`config.mk`:
```
export PLATFORM = sky130hd
export DESIGN_NAME = pwm_duty_meter
export DESIGN_NICKNAME = d
export VERILOG_FILES = /design/src/rtl/pwm_duty_meter.sv
export SDC_FILE = /design/constraint.sdc
export NUM_CORES = 1
export LEC_CHECK = 0
export BUFFER_PORTS_ARGS = -buffer_cell sky130_fd_sc_hd__buf_2
export CAP_MARGIN = 10
export CORE_UTILIZATION = 50
export DETAILED_ROUTE_END_ITERATION = 16
export HOLD_SLACK_MARGIN = 0.06
export PLACE_DENSITY_LB_ADDON = 0.08
export SETUP_SLACK_MARGIN = 0.5
export SLEW_MARGIN = 20
export SYNTH_ARGS = -nofsm -noshare
export SYNTH_HDL_FRONTEND = slang
export SYNTH_SLANG_ARGS = --single-unit
```
`constraint.sdc`:
```
create_clock -name clk -period 4.6 [get_ports clk]
set_clock_uncertainty 0.05 [all_clocks]
set_input_delay 0.23 -clock clk [delete_from_list [all_inputs] [get_ports clk]]
set_output_delay 0.23 -clock clk [all_outputs]
set_load 0.01 [all_outputs]
```
`src/rtl/pwm_duty_meter.sv`:
```
// -----------------------------------------------------------------------------
// pwm_duty_meter
// Counts the high cycles of a PWM input over a fixed window of DUTY_WINDOW
// clocks and publishes the count for the whole of the following window.
//
// Ports:
//   clk    in  : clock
//   resetn in  : asynchronous active-low reset
//   pwm    in  : PWM input, sampled every clock
//   duty   out : high-cycle count of the last complete window (0..4096)
// -----------------------------------------------------------------------------
module pwm_duty_meter #(
    parameter int unsigned DUTY_WINDOW = 4096
) (
    input  logic        clk,
    input  logic        resetn,
    input  logic        pwm,
    output logic [12:0] duty
);

    localparam logic [12:0] WIN_LAST = 13'(DUTY_WINDOW - 1);

    logic [12:0] r_win_cnt;
    logic [12:0] r_high_cnt;
    logic [12:0] r_duty;
    logic        w_win_last;
    logic [12:0] w_high_inc;

    assign w_win_last = (r_win_cnt == WIN_LAST);
    // Includes the current cycle, so the final cycle of a window is counted.
    assign w_high_inc = r_high_cnt + 13'(pwm);

    always_ff @(posedge clk or negedge resetn) begin
        if (!resetn) begin
            r_win_cnt  <= '0;
            r_high_cnt <= '0;
            r_duty     <= '0;
        end else if (w_win_last) begin
            r_win_cnt  <= '0;
            r_high_cnt <= '0;
            r_duty     <= w_high_inc;
        end else begin
            r_win_cnt  <= r_win_cnt + 13'd1;
            r_high_cnt <= w_high_inc;
        end
    end

    assign duty = r_duty;

endmodule

```
==> results.py, run 1 <==
metrics = {
    "cells_and_area": {
        "area_growth_pct": 8.36,
        "postLayoutCellArea_um2": 1830,
        "nets": 172,
        "drive_above_1_share_pct": 18.0,
        "final_util_pct": 58.6,
        "diodes": 0,
    },
    "drt": {
        "wirelength_mm": 2.65,
        "drc": 0,
        "viasPerCell": 5.13,
        "num_vias": 1083,
        "first_pass_iters": 4,
        "ant_nets": 0,
        "wl_per_cell_um": 12.6,
        "drt_iter0_drc": 55,
    },
    "die": {
        "ioPinCount": 16,
        "die-area_um2": 3620,
        "rows": 20,
        "initial_core_util_pct": 54.1,
        "die_height_um": 60.2,
        "die_w_um": 60.2,
        "core_um2": 3130,
    },
    "cts": {
        "cts.clk_slew.worst_paths_ns": 0.11,
        "clock_path_buffers": 2,
        "insertion_delay_ns": 0.33,
        "cts_root_buffer": "clkbuf_4",
        "cts_tree": "yes",
        "post_cts_buffers": 0,
        "hold_buffers": 1,
        "cts_max_level": 2,
        "numCtsBuffers": 5,
        "clkSinkCount": 39,
        "cts_resized": 0,
    },
    "setup_path": {
        "max_stage_delay_ns": 0.42,
        "crit_buf_inv": 0,
        "critPathLaunchType": "flop",
        "path_class": "reg2reg",
        "critPathRequiredTime_ns": 4.78,
        "cpMaxStageDelayCell": "mux2_4",
        "path_cells": "ha_1 -> and3_1 -> nand4_4 -> mux2_4",
        "r2r_cells": 4,
        "cp_data_arrival_time_ns": 2.10,
        "critPathCaptureType": "flop",
        "cp_max_fo": 29,
        "cpLargestDelayFamily": "simple AND/OR/NAND/NOR gates",
        "crit_cells": 4,
    },
    "timing": {
        "drv_slew": 0,
        "rsz0062_at_grt": "no",
        "setup_violations": 0,
        "fin_crit_ns": 1.92,
        "worst_slew_pin_slew_ns": 0.842,
        "hold_violations": 0,
        "setup_tns_ns": 0,
        "setup_ws_ns": 2.68,
        "timing.fmax_mhz": 521,
        "max_slew_margin_pct": 43.8,
        "post-route-period-util_pct": 41.7,
    },
    "place": {
        "hpwl_mm": 1.87,
        "gp_congestion": 0.758,
        "placed_area_um2": 1770,
        "numPortBuffers": 15,
        "post-place-ws_ns": 2.68,
    },
    "yosys": {
        "synth_nets": 155,
        "synth_edf_count": 0,
        "ys_ff_latch": 39,
        "synth-main-ff-cell": "dfrtp_1",
        "netlist.area_leader.share_pct": 57.7,
        "syn_inst": 149,
        "synth_seq_area_share_pct": 57.7,
        "synth_area_per_cell_um2": 11.4,
        "yosysMostFrequentCell": "dfrtp_1",
        "yosysTopAreaCell": "dfrtp_1",
        "ys_types": 26,
        "ys_warn_count": 0,
        "synth_common_cells": "39 x dfrtp_1, 17 x nor2_1, 16 x nand2_1",
        "synth.area.top_cells": "dfrtp_1 58%, xnor2_1 5.2%, xor2_1 4.7%, nor2_1 3.8%, nand2_1 3.6%",
        "async_flop_share_pct": 100,
        "syn_area_um2": 1690,
    },
    "worst_hold_path": {
        "min_path_cells": 3,
        "min_path_type": "in2reg",
    },
    "power": {
        "power.leakage_nw": 0.863,
        "ir_worst_vdd_mv": 0.172,
        "power_density_nw_per_um2": 351,
        "power_uw": 643,
    },
    "global_routing": {
        "track_usage_pct": 17.7,
        "grt-ovfl-total": 0,
        "grt_pass1_wl_mm": 4.59,
        "first_global_vias": 1009,
        "grt_max_degree": 40,
        "antenna_found_initial": 0,
    },
    "status": {
        "status": "finished, final reports clean",
    },
    "job": {
        "drv_cap": 0,
    },
}
[cell usage in the layout (no fill, tap or decap)]
master,n
and4_1,2
nor4_2,1
o21ai_2,1
inv_1,2
and3_1,3
xor2_1,9
nand3_1,10
clkbuf_4,5
nand4_1,3
nor2_4,1
dlygate4sd3_1,1
o21ai_1,9
xnor2_1,10
and2_1,4
nand4_4,1
clkinv_2,1
nand2_1,16
o21ai_0,3
mux2_4,2
nand4_2,2
nor2_1,17
nor3_1,3
ha_1,3
clkbuf_1,2
dfrtp_1,39
buf_2,15
and4_4,1
nor2b_1,1
[metrics by stage]
stage                     hold WS, ns  instances
after floorplan                -0.116        149
after global placement          0.323        202
after detailed placement        0.329        202
after CTS                       0.187        211
after global routing            0.202        211
final                           0.199        211
[final timing paths]
check	from	endpoint	slack (ns)
worst min-delay path	pwm	r_high_cnt[0]	0.20
worst max-delay path	r_win_cnt[0]	duty[1]	2.68
min in group asynchronous	resetn	r_win_cnt[10]	0.48
max in group asynchronous	resetn	r_high_cnt[11]	3.50
worst max register to register	r_win_cnt[0]	duty[1]	2.68
worst min register to register	r_win_cnt[6]	r_win_cnt[6]	0.42
[logic make-up (layout without fill, tap and decap cells)]
| family | count (synthesis) | after routing | synth area share, % |
|---|---|---|---|
| adder cells (fa/ha/maj) | 3 | 3 | 2.22 |
| flip-flops | 39 | 39 | 57.7 |
| XOR/XNOR | 19 | 19 | 9.84 |
| AO/OA/AOI/OAI | 13 | 13 | 4.07 |
| multiplexers | 2 | 2 | 1.78 |
| buffers and inverters | 8 | 26 | 3.33 |
| AND/OR/NAND/NOR | 65 | 65 | 21.1 |
[layer usage]
layer  vias up  share of wire [%]  GRT usage (%)
met5         -                  0              0
met4         0                1.4           7.97
met3         5                3.8           4.55
met2        27                 44           24.6
met1       515                 50           25.7
li1        536                  -              -
[power breakdown]
| part | switching, mW | leakage (nW) | total, mW | internal (mW) |
|---|---|---|---|---|
| Sequential | 0.0324 | 0.459 | 0.405 | 0.372 |
| Combinational | 0.0429 | 0.374 | 0.0770 | 0.0341 |
| Clock | 0.102 | 0.0293 | 0.162 | 0.0596 |
[registers in the layout, indices dropped and copies added, names as in the netlist]
signal / count
duty: 13
r_high_cnt: 13
r_win_cnt: 13
[worst register-to-register path: stages (launching register included)]
cell	delay, ns
dfrtp_1	0.40
ha_1	0.20
and3_1	0.35
nand4_4	0.40
mux2_4	0.42
[cell type report]
class / count / area, um2
Clock inverter: 1 / 5.00
Multi-Input combinational cell: 102 / 659
Timing Repair Buffer: 16 / 85.1
Fill cell: 279 / 1290
Tap cell: 44 / 55.1
Clock buffer: 7 / 45.0
Inverter: 2 / 7.51
Sequential cell: 39 / 976
No activity file was read; power rests on OpenSTA's default activity.
==> run 2, diff against run 1 <==
- clock period: 4.6 -> 1.95 ns (I/O delays scaled with it)
==> results.py, run 2 (synthesis results as in run 1) <==
metrics = {
    "worst_hold_path": {
        "min_path_type": "in2reg",
    },
    "cts": {
        "cts_tree": "yes",
        "hold_buffers": 1,
        "clkSinkCount": 39,
        "numCtsBuffers": 5,
        "cts_max_level": 2,
        "cts_root_buffer": "clkbuf_4",
        "clock_path_buffers": 2,
        "cts.clk_slew.worst_paths_ns": 0.11,
        "insertion_delay_ns": 0.34,
    },
    "drt": {
        "viasPerCell": 5.26,
        "drt_iter0_drc": 78,
        "first_pass_iters": 4,
        "wirelength_mm": 3.17,
        "wl_per_cell_um": 14.0,
        "drc": 0,
        "ant_nets": 0,
        "num_vias": 1193,
    },
    "die": {
        "rows": 20,
        "initial_core_util_pct": 54.1,
        "die-area_um2": 3620,
        "ioPinCount": 16,
        "die_height_um": 60.2,
        "core_um2": 3130,
        "die_w_um": 60.2,
    },
    "cells_and_area": {
        "final_cell_mix": "37 x dfrtp_1, 15 x nor2_1, 15 x buf_2",
        "nFillCells": 230,
        "area_growth_pct": 29.8,
        "regArea_um2": 978,
        "multiInputGateArea_um2": 848,
        "drive_above_1_share_pct": 42.1,
        "diodes": 0,
        "final_common_cell": "dfrtp_1",
        "postLayoutCellArea_um2": 2200,
        "nets": 188,
    },
    "setup_path": {
        "crit_buf_inv": 0,
        "critPathLaunchType": "flop",
        "path_cells": "ha_2 -> and3_4 -> nand4_4 -> mux2_4",
        "max_stage_delay_ns": 0.37,
        "path_class": "reg2reg",
        "cpMaxStageDelayCell": "dfrtp_1",
        "critPathCaptureType": "flop",
        "cp_max_fo": 7,
        "critPathRequiredTime_ns": 2.14,
        "cp_data_arrival_time_ns": 1.74,
        "cpLargestDelayFamily": "simple AND/OR/NAND/NOR gates",
    },
    "job": {
        "drv_cap": 0,
    },
    "power": {
        "power_density_nw_per_um2": 751,
        "power.leakage_nw": 0.991,
        "ir_worst_vdd_mv": 0.436,
    },
    "status": {
        "status": "finished, final reports clean",
    },
    "timing": {
        "worst_slew_pin_slew_ns": 0.844,
        "timing.fmax_mhz": 647,
        "rsz0062_at_grt": "yes",
        "setup_violations": 0,
        "hold_violations": 0,
        "drv_slew": 0,
        "fin_crit_ns": 1.55,
        "post-route-period-util_pct": 79.3,
        "setup_tns_ns": 0,
        "max_slew_margin_pct": 43.8,
    },
    "global_routing": {
        "grt_max_degree": 40,
        "grt-ovfl-total": 0,
        "track_usage_pct": 20.2,
        "grt_pass1_wl_mm": 5.25,
        "antenna_found_initial": 0,
        "first_global_vias": 1132,
    },
    "place": {
        "hpwl_mm": 1.90,
        "placed_area_um2": 1790,
        "numPortBuffers": 15,
        "gp_congestion": 0.733,
    },
}
## run 2: through the flow
step                      hold slack, ns  setup slack (ns)  util (%)  std cells  power (mW)
after global placement             0.192             0.319      57.2        203        1.14
after CTS                         0.0496             0.428      67.8        226        1.62
final                             0.0617             0.404      70.2        227        1.65
after global routing              0.0537             0.333      70.2        227        1.74
after detailed placement           0.195             0.297      57.2        203        1.15
after floorplan                   -0.248             0.441         -        149        1.09
## run 2: final timing paths
check,from,endpoint,slack (ns),cells after the start
worst max register to register,r_win_cnt[1],duty[1],0.40,4
min in group asynchronous,resetn,r_win_cnt[8],0.34,2
worst min register to register,duty[5],duty[5],0.45,2
worst max-delay path,r_win_cnt[1],duty[1],0.40,4
max in group asynchronous,resetn,r_high_cnt[4],0.94,2
worst min-delay path,pwm,r_high_cnt[0],0.06,3
## run 2: area by class of cell
type                       count  area share [%]
sequential                    39            44.6
multi-input combinational    103            38.6
timing repair buffer          31            11.7
tap                           44            2.51
clock buffer                   7            2.05
inverter                       2           0.342
clock inverter                 1           0.228
## run 2: per-layer routing
metal  global-route usage (%)  wire length (um)  share of wire (%)
met2                     30.5              1520                 48
met1                     27.3              1480                 47
met5                        0                 0                  0
met4                     7.97                51                1.6
met3                     5.84               120                3.8
## run 2: what timing repair did
| action | 4_1_cts | 5_1_grt |
|---|---|---|
| hold endpoints to repair | 41 | 2 |
| pin swaps | 18 | 14 |
| setup endpoints to repair | 33 | 33 |
| resized for setup | 30 | 17 |
| gates cloned | 2 | 0 |
| setup buffers | 12 | 1 |
## run 2: power breakdown
part           switching, mW  internal (mW)  total, mW  leakage (nW)
registers              0.115          0.880      0.995         0.456
logic                  0.126          0.144      0.269         0.505
clock network          0.245          0.141      0.385        0.0293
total                  0.485           1.16       1.65         0.991
## run 2: worst reg2reg max path: cells and delay by family, from the launching register on
kind                     cells  cell delay (ns)
flip-flops                   1             0.37
AND/OR/NAND/NOR              2             0.48
adder cells (fa/ha/maj)      1             0.18
multiplexers                 1             0.37
==> run 3, diff against run 2 <==
- clock period: 1.95 -> 1.45 ns (I/O delays scaled with it)
==> results.py, run 3 (synthesis results as in run 1) <==
metrics = {
    "cts": {
        "cts_tree": "yes",
        "cts.clk_slew.worst_paths_ns": 0.11,
        "clkSinkCount": 39,
        "cts_root_buffer": "clkbuf_4",
        "hold_buffers": 1,
        "clock_path_buffers": 2,
        "cts_max_level": 2,
        "insertion_delay_ns": 0.33,
        "numCtsBuffers": 5,
    },
    "power": {
        "pwr-share-comb_pct": 18.7,
        "seqPwrFrac_pct": 55.5,
        "clkPwrFrac_pct": 25.8,
        "p_sw_share_pct": 28.4,
        "intPower_mw": 1.70,
        "ir_worst_vdd_mv": 0.742,
        "power_density_nw_per_um2": 961,
        "power.leakage_nw": 1.12,
        "p_switching_uw": 671,
    },
    "place": {
        "post-place-ws_ns": -0.0982,
        "gp_congestion": 0.745,
        "dp.cells": 221,
        "numPortBuffers": 15,
        "hpwl_mm": 2.09,
    },
    "timing": {
        "setup_tns_ns": -0.129,
        "hold_violations": 0,
        "setup_violations": 5,
        "setup_ws_ns": -0.0321,
        "worst_slew_pin_slew_ns": 0.249,
        "post-route-period-util_pct": 102,
        "rsz0062_at_grt": "yes",
        "timing.fmax_mhz": 675,
        "fin_crit_ns": 1.48,
        "max_slew_margin_pct": 83.3,
        "drv_slew": 0,
    },
    "status": {
        "violations": "setup timing",
        "status": "complete, but fails checks",
    },
    "cells_and_area": {
        "drive_above_1_share_pct": 49.2,
        "instances_no_fill": 243,
        "final_cell_mix": "39 x dfrtp_1, 20 x buf_4, 15 x nor2_1",
        "nFillCells": 170,
        "final_util_pct": 78.7,
        "nets": 204,
        "final_common_cell": "dfrtp_1",
        "diodes": 0,
        "area_growth_pct": 45.6,
    },
    "drt": {
        "ant_nets": 0,
        "wirelength_mm": 3.57,
        "first_pass_iters": 4,
        "viasPerCell": 5.25,
        "num_vias": 1275,
        "wl_per_cell_um": 14.7,
        "drc": 0,
        "drt_iter0_drc": 38,
    },
    "setup_path": {
        "critPathCaptureType": "flop",
        "cp_max_fo": 9,
        "critPathRequiredTime_ns": 1.62,
        "r2r_cells": 5,
        "path_class": "reg2reg",
        "critPathLaunchType": "flop",
        "cp_data_arrival_time_ns": 1.66,
    },
    "die": {
        "rows": 20,
        "ioPinCount": 16,
        "core_um2": 3130,
        "die_height_um": 60.2,
        "die-area_um2": 3620,
        "initial_core_util_pct": 54.1,
        "die_w_um": 60.2,
    },
    "job": {
        "drv_cap": 0,
    },
    "global_routing": {
        "grt_max_degree": 40,
        "grt_pass1_wl_mm": 5.21,
        "track_usage_pct": 20.2,
        "antenna_found_initial": 0,
        "grt-ovfl-total": 0,
        "first_global_vias": 1145,
    },
    "worst_hold_path": {
        "min_path_type": "in2reg",
        "min_path_cells": 3,
    },
}
run 3: cell types whose count changed in the layout (fill, tap and decap cells not counted), moves of 4 or more:
cell | before | now
buf_6 | 5 | 9
nand3_1 | 8 | 4
buf_12 | 1 | 5
buf_2 | 15 | 11
nand2_2 | 7 | 3
buf_4 | 7 | 20
run 3: final cells by class:
| type | count | area, um2 | share of cell area [%] |
|---|---|---|---|
| flip-flops and latches | 39 | 976 | 39.6 |
| multi-input cells | 102 | 888 | 36.1 |
| repair buffers | 48 | 467 | 19.0 |
| clock buffers | 8 | 68.8 | 2.79 |
| well taps | 44 | 55.1 | 2.24 |
| inverters | 2 | 7.51 | 0.305 |
run 3: metal layers:
metal / vias up / GRT usage, % / wire (um) / share of wire (%)
met3: 10 / 6.28 / 94 / 2.6
met1: 642 / 25.2 / 1600 / 45
met5: - / 0 / 0 / 0
li1: 595 / - / - / -
met4: 0 / 9.30 / 85 / 2.4
met2: 28 / 31.9 / 1790 / 50
run 3: worst max-delay path: stages, from the launching register on:
cell and delay [ns]:
dfrtp_1 0.37, ha_2 0.18, and3_4 0.22, nand4_4 0.08
buf_12 0.17, mux2_4 0.29
run 3: final timing paths:
check	start	endpoint	slack (ns)
worst max register to register	r_win_cnt[1]	duty[1]	-0.03
min in group asynchronous	resetn	r_win_cnt[9]	0.17
max in group asynchronous	resetn	r_high_cnt[2]	0.99
worst min-delay path	pwm	r_high_cnt[0]	0.06
worst min register to register	r_win_cnt[6]	r_win_cnt[6]	0.42
worst max-delay path	r_win_cnt[1]	duty[1]	-0.03
run 3: metrics by stage:
step / hold WS, ns / power [mW] / cell area (um2)
2_1_floorplan: -0.273 / 1.54 / 1760
4_1_cts: 0.0373 / 2.35 / 2280
3_5_place_dp: 0.00423 / 1.69 / 1990
5_1_grt: 0.0627 / 2.49 / 2460
6_report: 0.0568 / 2.37 / 2460
3_3_place_gp: 0.00233 / 1.68 / 1990
run 3: what timing repair did:
item / 4_1_cts / 5_1_grt
gates resized for setup: 26 / 24
hold endpoints to repair: 41 / 1
endpoints found under the setup margin: 52 / 52
cloned: 0 / 2
pin swaps: 15 / 5
setup buffers: 10 / 1
run 3: power by group through the flow:
stage | Combinational (mW) | Clock [mW] | Sequential, mW
final | 0.442 | 0.612 | 1.31
after floorplan | 0.224 | 0 | 1.31
after global placement | 0.372 | 0 | 1.31
after global routing | 0.491 | 0.674 | 1.33
after CTS | 0.406 | 0.635 | 1.30
after detailed placement | 0.376 | 0 | 1.31
